--- src/rtl/dmem_responder.sv ---
// Data-memory responder: one valid/ready request at a time, RISC-V sized
// little-endian access into internal storage after a programmable wait.
module dmem_responder #(
   parameter int unsigned ADDR_W      = 8,
   parameter int unsigned WAIT_CYCLES = 1
) (
   input  logic              clk,
   input  logic              rst,
   input  logic              req_valid,
   output logic              req_ready,
   input  logic              req_we,
   input  logic [2:0]        req_funct3,
   input  logic [ADDR_W-1:0] req_addr,
   input  logic [31:0]       req_wdata,
   output logic              rsp_valid,
   input  logic              rsp_ready,
   output logic [31:0]       rsp_rdata,
   output logic              rsp_err
);

   localparam int unsigned Depth = 2 ** (ADDR_W - 2);

   typedef enum logic [1:0] {StIdle, StWait, StResp} state_t;

   state_t              state_q, state_d;
   logic [3:0]          cnt_q, cnt_d;
   logic                latch, commit;

   logic                we_q;
   logic [2:0]          funct3_q;
   logic [ADDR_W-1:0]   addr_q;
   logic [31:0]         wdata_q;

   logic                rsp_valid_q;
   logic [31:0]         rsp_rdata_q;
   logic                rsp_err_q;

   logic [31:0]         mem [Depth];

   logic [ADDR_W-3:0]   word_idx;
   logic [1:0]          lane;
   logic [31:0]         rd_word;
   logic [15:0]         lane_data;
   logic                illegal, misaligned, acc_err;
   logic [31:0]         load_data;
   logic [31:0]         wr_word;

   assign req_ready = (state_q == StIdle) && !rst;
   assign rsp_valid = rsp_valid_q;
   assign rsp_rdata = rsp_rdata_q;
   assign rsp_err   = rsp_err_q;

   // Next-state logic for the IDLE -> WAIT -> RESP handshake sequence.
   always_comb begin
      state_d = state_q;
      cnt_d   = cnt_q;
      latch   = 1'b0;
      commit  = 1'b0;
      unique case (state_q)
         StIdle: begin
            if (req_valid) begin
               latch   = 1'b1;
               cnt_d   = 4'(WAIT_CYCLES);
               state_d = StWait;
            end
         end
         StWait: begin
            if (cnt_q != 4'd0) begin
               cnt_d = cnt_q - 4'd1;
            end else begin
               commit  = 1'b1;
               state_d = StResp;
            end
         end
         StResp: begin
            if (rsp_ready) state_d = StIdle;
         end
         default: state_d = StIdle;
      endcase
   end

   // Decode the latched request: error check, load extraction, store merge.
   always_comb begin
      word_idx  = addr_q[ADDR_W-1:2];
      lane      = addr_q[1:0];
      rd_word   = mem[word_idx];
      lane_data = 16'(rd_word >> {lane, 3'b000});

      if (we_q) illegal = (funct3_q != 3'b000) && (funct3_q != 3'b001) && (funct3_q != 3'b010);
      else      illegal = (funct3_q == 3'b011) || (funct3_q == 3'b110) || (funct3_q == 3'b111);
      misaligned = ((funct3_q[1:0] == 2'b01) && lane[0])
                || ((funct3_q[1:0] == 2'b10) && (lane != 2'b00));
      acc_err = illegal || misaligned;

      load_data = 32'd0;
      case (funct3_q)
         3'b000:  load_data = {{24{lane_data[7]}}, lane_data[7:0]};
         3'b001:  load_data = {{16{lane_data[15]}}, lane_data};
         3'b010:  load_data = rd_word;
         3'b100:  load_data = {24'd0, lane_data[7:0]};
         3'b101:  load_data = {16'd0, lane_data};
         default: load_data = 32'd0;
      endcase

      // Untouched lanes keep their current contents.
      wr_word = rd_word;
      case (funct3_q[1:0])
         2'b00:   wr_word[{lane, 3'b000} +: 8]        = wdata_q[7:0];
         2'b01:   wr_word[{lane[1], 4'b0000} +: 16]   = wdata_q[15:0];
         2'b10:   wr_word                             = wdata_q;
         default: wr_word                             = rd_word;
      endcase
   end

   // State, wait counter and registered response; rst overrides everything.
   always_ff @(posedge clk) begin
      if (rst) begin
         state_q     <= StIdle;
         cnt_q       <= 4'd0;
         rsp_valid_q <= 1'b0;
         rsp_rdata_q <= 32'd0;
         rsp_err_q   <= 1'b0;
      end else begin
         state_q <= state_d;
         cnt_q   <= cnt_d;
         if (commit) begin
            rsp_valid_q <= 1'b1;
            rsp_err_q   <= acc_err;
            rsp_rdata_q <= (acc_err || we_q) ? 32'd0 : load_data;
         end else if ((state_q == StResp) && rsp_ready) begin
            rsp_valid_q <= 1'b0;
            rsp_rdata_q <= 32'd0;
            rsp_err_q   <= 1'b0;
         end
      end
   end

   // Capture the request fields on acceptance.
   always_ff @(posedge clk) begin
      if (latch && !rst) begin
         we_q     <= req_we;
         funct3_q <= req_funct3;
         addr_q   <= req_addr;
         wdata_q  <= req_wdata;
      end
   end

   // Storage write at commit; never cleared by reset.
   always_ff @(posedge clk) begin
      if (!rst && commit && we_q && !acc_err) begin
         mem[word_idx] <= wr_word;
      end
   end

endmodule

--- config.mk ---
export PLATFORM = sky130hd
export DESIGN_NAME = dmem_responder
export DESIGN_NICKNAME = d
export VERILOG_FILES = /design/src/rtl/dmem_responder.sv
export SDC_FILE = /design/constraint.sdc
export NUM_CORES = 2
export LEC_CHECK = 0
export BUFFER_PORTS_ARGS = -buffer_cell sky130_fd_sc_hd__clkbuf_2
export CAP_MARGIN = 5
export CELL_PAD_IN_SITES_DETAIL_PLACEMENT = 1
export CELL_PAD_IN_SITES_GLOBAL_PLACEMENT = 2
export CORE_ASPECT_RATIO = 1.25
export CORE_MARGIN = 8
export CORE_UTILIZATION = 48
export CTS_BUF_LIST = sky130_fd_sc_hd__clkbuf_8
export CTS_CLUSTER_SIZE = 14
export DETAILED_ROUTE_END_ITERATION = 8
export PLACE_DENSITY = 0.79
export REMOVE_ABC_BUFFERS = 1
export SLEW_MARGIN = 5
export SYNTH_ARGS = -nofsm -noshare
export SYNTH_HDL_FRONTEND = slang
export SYNTH_SLANG_ARGS = --single-unit
--- constraint.sdc ---
create_clock -name clk -period 8.1 [get_ports clk]
set_clock_uncertainty 0.15 [all_clocks]
set_input_delay 1.62 -clock clk [delete_from_list [all_inputs] [get_ports clk]]
set_output_delay 1.62 -clock clk [all_outputs]
set_load 0.1 [all_outputs]
Yosys cells after proc, flatten, opt, wreduce, memory -nomap -nowiden --
Memory sizes are Yosys's and may differ from the RTL's. A register that Yosys moved wholly into a read port is not among the register bits. Cells that the tools add are included.
Storage, ports and cells: flip-flop bits (word level) 84, latch bits 0, RAM bits 2048, memory bits (read-only) 0, output and inout port bits 35, memories kept 1
Operators by class: add/subtract/negate cells 3, multiply operators 0, div/mod/pow operators 0, order comparisons 0, equality and inequality tests 17, shift operators 5, multiplexer cells 25, bitwise gates (word level) 0, reduce and logical (&&, ||, !) cells 27
Memories:
- mem | depth 64, width 32, rd ports 1, clocked after Yosys merged registers in 1, write ports 1, RTL line 38 | logic [31:0] mem [Depth];
Operator list (count):
- one-hot mux 32 bit (5 select lines) | 1
- 2-to-1 mux 32 bit | 3
- one-hot mux 32 bit (3 select lines) | 1
- bitwise mux 32 bit | 2
- variable shift 16 x 7 -> 32 bit, first input constant | 1
- variable shift 8 x 7 -> 32 bit, first input constant | 1
- indexed part select 16 x 7 -> 32 bit | 1
- indexed part select 8 x 7 -> 32 bit | 1
- >> shifter 32 x 5 -> 16 bit | 1
- negator 5 -> 7 bit | 2
- == test 3 bit, second input constant | 4
- logical AND 1 bit | 10
- 2-to-1 mux 1 bit | 10
- 2-to-1 mux 4 bit | 2
- != test 2 bit, second input constant | 4
- one-hot mux 4 bit (2 select lines) | 1
- == test 3 x 2 -> 1 bit, second input constant | 2
- 2-to-1 mux 2 bit | 3
- 2-to-1 mux 6 bit | 1
- one-hot mux 2 bit (3 select lines) | 1
- AND reduction 3 bit | 2
- nonzero test 2 bit | 3
- logical OR 1 bit | 5
- == test 2 x 1 -> 1 bit, second input constant | 2
- other kinds (10) | 13

Longest topological paths before layout --
depth in word-level cells 9, depth in mapped cells 14, mapped depth without buffers 10

Least setup slack after synthesis --
Ideal clock, no wire load.
path type register -> register, from register addr_q[1], to memory mem[0][10] (data pin), library setup time 1.009 ns, arrival 6.590 ns, required time 6.941 ns, path slack 0.351 ns, cell stages (with the launch flop) 10, buffers on the path 3, clock period less this slack 7.749 ns, cells stage by stage edfxtp_1 clkbuf_1 inv_1 clkbuf_1 clkbuf_1 ha_1 nand2_1 nor3_1 a221oi_1 o311ai_0
Between the ends: word-level cells in the longest chain between the ends 4, elaborated cells between the ends (all ways) 9
RTL lines:
- start: declaration | RTL line 31 | logic [ADDR_W-1:0] addr_q;
- start signal: assignment | RTL line 143 | addr_q <= req_addr;
- negator 5 -> 7 bit (on tied branches) | RTL line 109, 108
- indexed part select 16 x 7 -> 32 bit, or another cell as far along | RTL line 109 | 2'b01: wr_word[{lane[1], 4'b0000} +: 16] = wdata_q[15:0];
- bitwise mux 32 bit (on tied branches) | RTL line 109, 108
- one-hot mux 32 bit (3 select lines) (*) | RTL line 107 | case (funct3_q[1:0])
- via wr_word[10] | RTL line 46 | logic [31:0] wr_word;
- end: declaration | RTL line 38
The timed path passes the listed nets; every way through them passes the cells marked *.

Final worst setup path --
from register addr_q[0], to memory mem[29][8] (enable)
Between the ends: word-level cells in the longest chain between the ends 8, elaborated cells between the ends (all ways) 9
RTL lines:
- nonzero test 2 bit | RTL line 92 | || ((funct3_q[1:0] == 2'b10) && (lane != 2'b00));
- logical AND 1 bit | RTL line 92
- logical OR 1 bit (*) | RTL line 92
- logical OR 1 bit (*) | RTL line 93 | acc_err = illegal || misaligned;
- logical NOT 1 bit (*) | RTL line 150 | if (!rst && commit && we_q && !acc_err) begin
- logical AND 1 bit (*) | RTL line 150
- 2-to-1 mux 1 bit (*) | RTL line 150
- 2-to-1 mux 1 bit (implied by the code) (*) | RTL line 151 | mem[word_idx] <= wr_word;
Every way passes the cells marked *; elsewhere a longest branch is shown, timed or not.

==> flow_summary.json <==
{
  "status": "finished, final reports clean",
  "rr_worst_depth": 9,
  "timing.critical_path.to_type": "flip-flop",
  "fill_cells": 15100,
  "pre_cts_ws_ns": 2.11,
  "die-height_um": 482,
  "critPathKind": "reg2reg",
  "finalCritPeriodShare": 0.784,
  "global_route_congestion_overflow_total": 0,
  "antenna_left": 0,
  "synth.distinct_cells": 72,
  "vias_per_cell": 6.55,
  "drt-wirelength-per-cell_um": 38.3,
  "cts_max_path_buffers": 4,
  "cts-root-buf": "sky130_fd_sc_hd__clkbuf_8",
  "power.sequential.fraction": 0.533,
  "grtUsageMet3": 0.0578,
  "drt_first_pass_iters": 7,
  "cellLeakagePower_nw": 29.8,
  "grt_start_max_net_pins": 65,
  "drive_gt1_frac": 0.295,
  "yosysMostFrequentCell": "sky130_fd_sc_hd__edfxtp_1",
  "die-width_um": 389,
  "synth_largest_type_area_fraction": 0.753,
  "synth_largest_area_cell": "sky130_fd_sc_hd__edfxtp_1",
  "synthCells": 3887,
  "dp.final_hpwl_um": 161000,
  "min_path_type": "reg2reg",
  "placement_rows": 171,
  "finalWirelength_um": 259000,
  "post_synth_main_area_contributors": "sky130_fd_sc_hd__edfxtp_1, sky130_fd_sc_hd__mux4_2, sky130_fd_sc_hd__mux2i_1, sky130_fd_sc_hd__dfxtp_1, sky130_fd_sc_hd__nand2_1",
  "grt_most_used_layer": "met2",
  "design.core.area_um2": 173000,
  "maxCapViolCount": 0,
  "worst_skew_pair.late_latency_ns": 1.06,
  "floorplan.initialDensity": 0.481,
  "via_count_of_the_first_global_routing_pass": 45700,
  "whs_path_depth": 2,
  "final.setup.tns_ns": 0,
  "setup.reg_to_reg.worst_slack_ns": 1.75,
  "crit_path_max_incr_delay_ns": 0.86,
  "cp.required_ns": 8.59,
  "yosys_most_used_dff": "sky130_fd_sc_hd__edfxtp_1",
  "critical_path.slowest_cell": "sky130_fd_sc_hd__nor2_4",
  "detail_route.iter0.violations": 5871,
  "die_area_um2": 188000,
  "area_delta_synth_final_pct": 12.5,
  "yosysWarnings": 0,
  "gp_routability_congestion": 0.985,
  "h-tree-depth": 5,
  "cts_inserted_buffers": 341,
  "worstReg2RegStart": "addr_q[0]",
  "p_switching_mw": 6.21,
  "rsz0062_at_grt": "no",
  "clock_sinks": 2138,
  "hold_buffers": 0,
  "timing_worst_slew_pin_value_ns": 1.36,
  "fmax_mhz": 157,
  "finalNetCount": 4309,
  "cp_max_fo": 19,
  "fin_worst_hold_slack_ns": 0.316,
  "cts_tree": "built",
  "sw_frac_of_total": 0.260,
  "grt_antenna_before_repair": 8,
  "synth_seq_cells": 2138,
  "hold_path_end": "rsp_valid",
  "worst_case_setup_margin_in_the_final_layout_ns": 1.75,
  "post_cts_resized": 0,
  "synthTopCellsByCount": "sky130_fd_sc_hd__edfxtp_1, sky130_fd_sc_hd__mux4_2, sky130_fd_sc_hd__nand2_1",
  "synth_sequential_area_ratio": 0.764,
  "hold_start": "rsp_valid",
  "route.detailed.drc": 0,
  "netlist_area_um2": 83400,
  "synth-edff-count": 2092,
  "cell_internal_pwr_mw": 17.7,
  "cells_along_the_critical_path": "inv_1 > ha_1 > nand2b_1 > a221oi_1 > nand3_1 > nor4b_1 > nand2_1 > nor2_4 > buf_4",
  "grt_pass1_wl_um": 361000,
  "power.density_nw_per_um2": 255,
  "routed-via-count": 44200,
  "timing.critical_path.arrival_ns": 6.83,
  "type_of_origin_of_the_critical_path": "flip-flop",
  "report.final.hold_viol_count": 0,
  "comb_power_share": 0.116,
  "top_level_ports": 83,
  "grt_util_met1": 0.364,
  "clkSlewWorstSetupHoldPaths_ns": 0.06,
  "relative_slew_slack": 0.0889,
  "power.clock.fraction": 0.351,
  "io_buffer_count": 82,
  "cts_post_setup_buffers_inserted": 0,
  "slew_violations": 0,
  "grt_met2_use": 0.430,
  "vdd_ir_drop_max_mv": 0.143,
  "timing.final.setup_violations": 0,
  "regToRegEndpoint": "mem[29][8]",
  "post_synthesis_async_set_or_reset_flop_share": 0,
  "final_cells": 6749,
  "grt_util_all_layers": 0.273,
  "post-route-min-period_ns": 6.35,
  "post-place-cells": 6155,
  "syn_area_per_cell_um2": 21.5
}
how the worst max path moves through the flow:
stage / endpoint / cells past startpoint / start
3_5_place_dp: mem[12][25] / 9 / addr_q[0]
2_1_floorplan: mem[0][23] / 6 / flip-flop
6_report: mem[29][8] / 9 / addr_q[0]
4_1_cts: mem[51][1] / 8 / addr_q[0]
3_3_place_gp: mem[26][13] / 8 / addr_q[0]
5_1_grt: mem[32][1] / 8 / addr_q[0]
metal layers:
layer  wire [um]  vias up  share of wire
li1            -    17200              -
met1       96800    23700           0.37
met2      122000     2655           0.47
met3       24900      573          0.096
met4       15300        6          0.059
met5          37        -        0.00014
cell families (layout without fill, tap and decap cells):
logic type                 count (synthesis)  after routing  share of synthesized area
muxes                                    683            683                      0.163
xor gates and xnor gates                   2              2                   0.000210
adders and majority gates                  6              6                   0.000900
and+or+nand+nor                          414            414                     0.0223
buffers and inverters                    240            846                     0.0158
AOI/OAI and AO/OA                        404            404                     0.0340
other                                      0              7                          0
DFF                                     2138           2138                      0.764
registers in the layout (all words and copies together) (netlist names), named ones only:
name and count:
mem 2048, addr_q 8, we_q 1, funct3_q 3
wdata_q 32, rsp_rdata 32, cnt_q 4, rsp_valid 1
rsp_err 1, state_q 2
cells in the final DEF, fill, tap and decap left out, types with 8 or more instances in the layout:
cell,count
sky130_fd_sc_hd__o22ai_1,58
sky130_fd_sc_hd__nor4_1,8
sky130_fd_sc_hd__edfxtp_1,2092
sky130_fd_sc_hd__buf_4,133
sky130_fd_sc_hd__clkbuf_8,355
sky130_fd_sc_hd__nor3_1,12
sky130_fd_sc_hd__mux2i_1,127
sky130_fd_sc_hd__a22oi_1,52
sky130_fd_sc_hd__nor2b_1,16
sky130_fd_sc_hd__or3_1,11
sky130_fd_sc_hd__inv_1,124
sky130_fd_sc_hd__nand2_1,146
sky130_fd_sc_hd__a22o_1,32
sky130_fd_sc_hd__o211ai_1,23
sky130_fd_sc_hd__a221oi_1,30
sky130_fd_sc_hd__clkbuf_2,82
sky130_fd_sc_hd__nor2_4,65
sky130_fd_sc_hd__clkinv_2,37
sky130_fd_sc_hd__a21oi_1,62
sky130_fd_sc_hd__a31oi_1,13
sky130_fd_sc_hd__nand3_1,32
sky130_fd_sc_hd__nor2_1,68
sky130_fd_sc_hd__mux2_2,19
sky130_fd_sc_hd__mux4_2,537
sky130_fd_sc_hd__o21ai_0,40
sky130_fd_sc_hd__a211oi_1,14
sky130_fd_sc_hd__dfxtp_1,40
sky130_fd_sc_hd__clkinv_1,69
sky130_fd_sc_hd__buf_12,26
power groups by stage:
stage	Combinational [mW]	Sequential [mW]	Clock, mW
after floorplan	1.98	13.2	0
after global placement	2.69	13.0	0
after detailed placement	2.76	13.0	0
after CTS	2.77	12.7	8.50
after global routing	2.87	12.7	8.90
final	2.78	12.7	8.38
worst max-delay path: cells and delay by family, from the launching register on:
| family | cells | cell delay [ns] |
|---|---|---|
| fa+ha+maj | 1 | 0.41 |
| buf+inv | 2 | 1.22 |
| simple gates | 5 | 2.97 |
| compound gates | 1 | 0.70 |
| flops | 1 | 0.46 |
metrics by stage:
stage	instance area, um2	utilization	total power [mW]
6_report	93900	0.542	23.9
5_1_grt	93900	0.542	24.5
4_1_cts	93700	0.541	24.0
3_5_place_dp	87700	0.506	15.7
3_3_place_gp	87500	0.505	15.6
2_1_floorplan	82200	-	15.2
final cells by class:
class	count	area [um2]	share of cell area
Multi-Input combinational cell	1509	19200	0.205
Clock inverter	226	1070	0.0115
Tap cell	2249	2810	0.0300
Inverter	22	87.6	0.000933
Timing Repair Buffer	243	1980	0.0211
Clock buffer	355	4890	0.0521
Sequential cell	2138	63800	0.679
Antenna cell	7	17.5	0.000187
(Power assumes the default switching activity.)
